File: src/rtl/sump_cmd_ctrl.sv
// SUMP command framer: turns the UART byte stream into short/long command strobes
// with a stable opcode and little-endian argument; truncated long commands time out.
module sump_cmd_ctrl #(
    parameter  int DATA_BITS       = 8,
    parameter  int CMD_WIDTH_WORDS = 5,
    parameter  int TIMEOUT_CLKS    = 100000,
    localparam int ARG_W           = (CMD_WIDTH_WORDS - 1) * DATA_BITS
) (
    input  logic                 clk_i,
    input  logic                 rst_i,
    input  logic [DATA_BITS-1:0] data_i,
    input  logic                 valid_i,
    output logic [DATA_BITS-1:0] cmd_o,
    output logic [ARG_W-1:0]     arg_o,
    output logic                 short_stb_o,
    output logic                 long_stb_o,
    output logic                 timeout_o,
    output logic                 busy_o,
    output logic                 state_o
);

    // Handshake: valid_i is a one-cycle strobe with no ready; every strobed word
    // is consumed in the cycle it is presented. Strobe outputs are one-cycle pulses.

    localparam int ARG_WORDS = CMD_WIDTH_WORDS - 1;
    localparam int IDX_W     = (CMD_WIDTH_WORDS > 2) ? $clog2(CMD_WIDTH_WORDS) : 1;
    localparam int CNT_W     = (TIMEOUT_CLKS > 2) ? $clog2(TIMEOUT_CLKS) : 1;

    localparam logic [IDX_W-1:0] IDX_LAST   = IDX_W'(CMD_WIDTH_WORDS - 2);
    localparam logic [CNT_W-1:0] CNT_EXPIRE = CNT_W'(TIMEOUT_CLKS - 2);
    localparam logic [CNT_W-1:0] CNT_MAX    = '1;

    typedef enum logic {
        IDLE = 1'b0,
        ARG  = 1'b1
    } state_t;

    state_t               state;
    state_t               state_nxt;
    logic [DATA_BITS-1:0] pend_q;
    logic [ARG_W-1:0]     asm_q;
    logic [ARG_W-1:0]     asm_nxt;
    logic [IDX_W-1:0]     idx_q;
    logic [CNT_W-1:0]     cnt_q;

    logic short_evt;
    logic open_evt;
    logic arg_evt;
    logic long_evt;
    logic to_evt;

    always_ff @(posedge clk_i) begin
        if (rst_i) begin
            state <= IDLE;
        end else begin
            state <= state_nxt;
        end
    end

    always_comb begin
        state_nxt = state;
        case (state)
            IDLE: begin
                if (valid_i && data_i[DATA_BITS-1]) begin
                    state_nxt = ARG;
                end
            end
            ARG: begin
                if (valid_i) begin
                    if (idx_q == IDX_LAST) begin
                        state_nxt = IDLE;
                    end
                end else if (cnt_q == CNT_EXPIRE) begin
                    state_nxt = IDLE;
                end
            end
            default: state_nxt = IDLE;
        endcase
    end

    // A byte arriving on the expiry cycle takes priority over the timeout.
    always_comb begin
        short_evt = (state == IDLE) && valid_i && !data_i[DATA_BITS-1];
        open_evt  = (state == IDLE) && valid_i && data_i[DATA_BITS-1];
        arg_evt   = (state == ARG) && valid_i;
        long_evt  = arg_evt && (idx_q == IDX_LAST);
        to_evt    = (state == ARG) && !valid_i && (cnt_q == CNT_EXPIRE);
    end

    always_comb begin
        asm_nxt = asm_q;
        for (int i = 0; i < ARG_WORDS; i++) begin
            if (idx_q == IDX_W'(i)) begin
                asm_nxt[i*DATA_BITS +: DATA_BITS] = data_i;
            end
        end
    end

    always_ff @(posedge clk_i) begin
        if (rst_i) begin
            cmd_o       <= '0;
            arg_o       <= '0;
            short_stb_o <= 1'b0;
            long_stb_o  <= 1'b0;
            timeout_o   <= 1'b0;
            busy_o      <= 1'b0;
            pend_q      <= '0;
            asm_q       <= '0;
            idx_q       <= '0;
            cnt_q       <= '0;
        end else begin
            short_stb_o <= short_evt;
            long_stb_o  <= long_evt;
            timeout_o   <= to_evt;
            busy_o      <= (state_nxt == ARG);

            if (open_evt) begin
                pend_q <= data_i;
                asm_q  <= '0;
                idx_q  <= '0;
                cnt_q  <= '0;
            end

            if (arg_evt) begin
                asm_q <= asm_nxt;
                idx_q <= long_evt ? '0 : idx_q + 1'b1;
                cnt_q <= '0;
            end else if ((state == ARG) && (cnt_q != CNT_MAX)) begin
                cnt_q <= cnt_q + 1'b1;
            end

            if (to_evt) begin
                idx_q <= '0;
            end

            if (short_evt) begin
                cmd_o <= data_i;
            end

            if (long_evt) begin
                cmd_o <= pend_q;
                arg_o <= asm_nxt;
            end
        end
    end

    assign state_o = state;

endmodule

File: config.mk
export PLATFORM = sky130hd
export DESIGN_NAME = sump_cmd_ctrl
export DESIGN_NICKNAME = d
export VERILOG_FILES = /design/src/rtl/sump_cmd_ctrl.sv
export SDC_FILE = /design/constraint.sdc
export NUM_CORES = 1
export LEC_CHECK = 0
export BUFFER_PORTS_ARGS = -buffer_cell sky130_fd_sc_hd__buf_2
export CORE_UTILIZATION = 61
export DETAILED_ROUTE_END_ITERATION = 16
export PLACE_DENSITY = 0.82
export SYNTH_ARGS = -nofsm -noshare
export SYNTH_HDL_FRONTEND = slang
export SYNTH_SLANG_ARGS = --single-unit
File: constraint.sdc
create_clock -name clk_i -period 3.79 [get_ports clk_i]
set_input_delay 0 -clock clk_i [delete_from_list [all_inputs] [get_ports clk_i]]
set_output_delay 0 -clock clk_i [all_outputs]
set_load 0.02 [all_outputs]
==> out/results.txt <==
Post-CTS Setup Inserts: 0
Area contributors post-synth: dfxtp_1 46%, nor2_1 6.6%, mux2i_1 6.5%
Slew headroom: 0.251
initial core utilization: 0.640
Final setup viols: 0
Worst-path clk slew: 100 ps
Total Neg Setup Slack: 0 ps
CTS buffer count: 9
Routed WL: 8.91 mm
Critical path origin: cnt_q[4]$_SDFFE_PP0P_
Yosys reg bits: 96
Top FF cell, synth: dfxtp_1
cell family with most CP delay: simple AND/OR/NAND/NOR gates
DR pass1 iterations: 11
post_cts resized: 0
unrepaired setup endpoints after global routing: no
Max-cap violations: 0
Area growth syn-to-layout: 10.3%
Final min period: 2370 ps
I/O pins: 56
Critical Path Source Type: register
number of vias per cell: 5.97
WP buf/inv: 0
Finished Core Util: 0.706
number of synthesized flops with an enable pin: 0
crit-path cells: nand4_1, nor2_1, nand2_1, nor3_1, ha_1, nand2b_1, nand2_1, a311oi_1
largest net degree at the start of global routing: 65
sequential share of the synthesized area: 0.465
Crit Path Max Fanout: 15
top-count cell post-synth: dfxtp_1
Bufs on Longest Clock Path: 2
Critical Path RT: 4060 ps
kind of critical path: register to register
first-pass GRT wire length: 14.6 mm
Worst-Margin Slew: 1120 ps
dpl ws: 1470 ps
top cell type's share of synthesized area: 0.465
Row Count: 29
Worst-Skew Late Latency: 360 ps
Clock Tree Root: clkbuf_8
H-tree depth: 3
yosys synthesis warning count: 0
TritonCTS clock tree: built
ys async rst share: 0
wire per inst: 15.2 µm
max-slew violation count: 0
hpwl dp: 5.82 mm
final hold vios: 0
Lkg Pwr: 0.00181 µW
r2r startpoint: cnt_q[4]$_SDFFE_PP0P_
critical path capture point type: register
Die Ht: 84.3 µm
Max Clk Rate: 421 MHz
Worst Path Arrival: 2640 ps
Yosys top cell by area: dfxtp_1
die width: 84.3 µm
Hold Crit Class: primary input to register
Core Area: 0.00646 mm²
most common library cells after synthesis: 96 x dfxtp_1, 73 x nor2_1, 59 x nand2_1
cts hold-fix bufs: 6
netlist area before placement: 0.00413 mm²
clock sinks: 96
Critical-path top delay cell: dfxtp_1
clock skew: 12.7 ps
final worst slack: 1420 ps
Synth Instances: 473
peak supply drop: 0.000239 V
Buffers on Ports: 55
net count after synthesis: 491
vias in the first global route: 3,098
Avg Inst Size Synth: 8.74 µm²
failing checks: design-rule violations
number of routed nets with antenna violations: 0
initial antenna violation count: 0
detailed-route DRC error count: 10
Antenna Cells: 0
vias: 3,507
Pwr Density: 393 mW/mm²
CP most frequent cell: nand2_1
filler cell count: 529
final net count: 523
gr usage total: 0.257
outcome: finished with violations
library cells used by synthesis: 45
DRT iter0 DRCs: 173
worst hold start: data_i[1]
routability cong.: 0.875
share of layout cells above drive strength 1: 0.167
fin crit share: 0.626
die area: 0.00711 mm²
gr ovfl total: 0
Slowest Stage Delay on Critical Path: 470 ps
-- worst reg2reg max path: stages (launching register included) --
cell and delay, ps:
dfxtp_1 470, nand4_1 220, nor2_1 190, nand2_1 80, nor3_1 190, ha_1 200
nand2b_1 450, nand2_1 180, a311oi_1 300
-- area by class of cell --
type | instances | area [µm²] | area share
Timing Repair Buffer | 63 | 353 | 0.0774
Multi-Input combinational cell | 331 | 2000 | 0.438
Clock inverter | 6 | 50.0 | 0.0110
Clock buffer | 10 | 128 | 0.0280
Tap cell | 77 | 96.3 | 0.0211
Sequential cell | 96 | 1920 | 0.421
Inverter | 4 | 15.0 | 0.00329
-- logic make-up after synthesis --
| group | count (synthesis) | share of synthesized area |
|---|---|---|
| fa+ha+maj | 7 | 0.0212 |
| compound gates | 102 | 0.170 |
| simple gates | 193 | 0.220 |
| flops | 96 | 0.465 |
| buf+inv | 46 | 0.0524 |
| mux | 29 | 0.0708 |
-- layer usage --
metal / part of all wire / track usage
met5: 0 / 0
met4: 0.020 / 0.0987
met3: 0.040 / 0.0364
met2: 0.47 / 0.430
met1: 0.47 / 0.339
-- registers in the layout, indices dropped and copies added, names as in the netlist --
signal       flops
asm_q           24
idx_q            3
short_stb_o      1
long_stb_o       1
busy_o           1
pend_q           8
arg_o           32
timeout_o        1
cmd_o            8
cnt_q           17
-- cells in the final DEF (no fill, tap or decap), drive strengths merged, types with 10 or more instances in the layout --
cell type / netlist / routed
nand3: 10 / 10
a211oi: 27 / 27
dfxtp: 96 / 96
a22oi: 21 / 21
mux2i: 27 / 27
buf: 21 / 56
clkbuf: 21 / 10
nor2: 76 / 76
nand2: 60 / 60
a21oi: 23 / 23
o21ai: 11 / 11
-- path summary, 6_finish.rpt --
path / endpoint / slack (ps) / cells past startpoint
max reg2reg: cnt_q[5]$_SDFFE_PP0P_ / 1420 / 8
min: arg_o[25]$_SDFFE_PP0P_ / 0.6 / 3
min reg2reg: arg_o[26]$_SDFFE_PP0P_ / 460 / 2
max: cnt_q[5]$_SDFFE_PP0P_ / 1420 / 8
-- per-stage QoR --
| stage | hold WS [ps] | power [µW] | area (µm²) | cells |
|---|---|---|---|---|
| 6_report | 0.632 | 1790 | 4560 | 587 |
| 5_1_grt | 16.6 | 1860 | 4560 | 587 |
| 4_1_cts | 0.185 | 1800 | 4550 | 586 |
| 3_5_place_dp | 358 | 1200 | 4310 | 564 |
| 3_3_place_gp | 340 | 1190 | 4310 | 564 |
| 2_1_floorplan | 282 | 1160 | 4130 | 473 |
-- power breakdown --
group	internal [µW]	switching, µW
registers	1020	13.1
logic	45.0	98.9
clock network	247	363
Note: power is estimated with default switching activity, not from simulation.
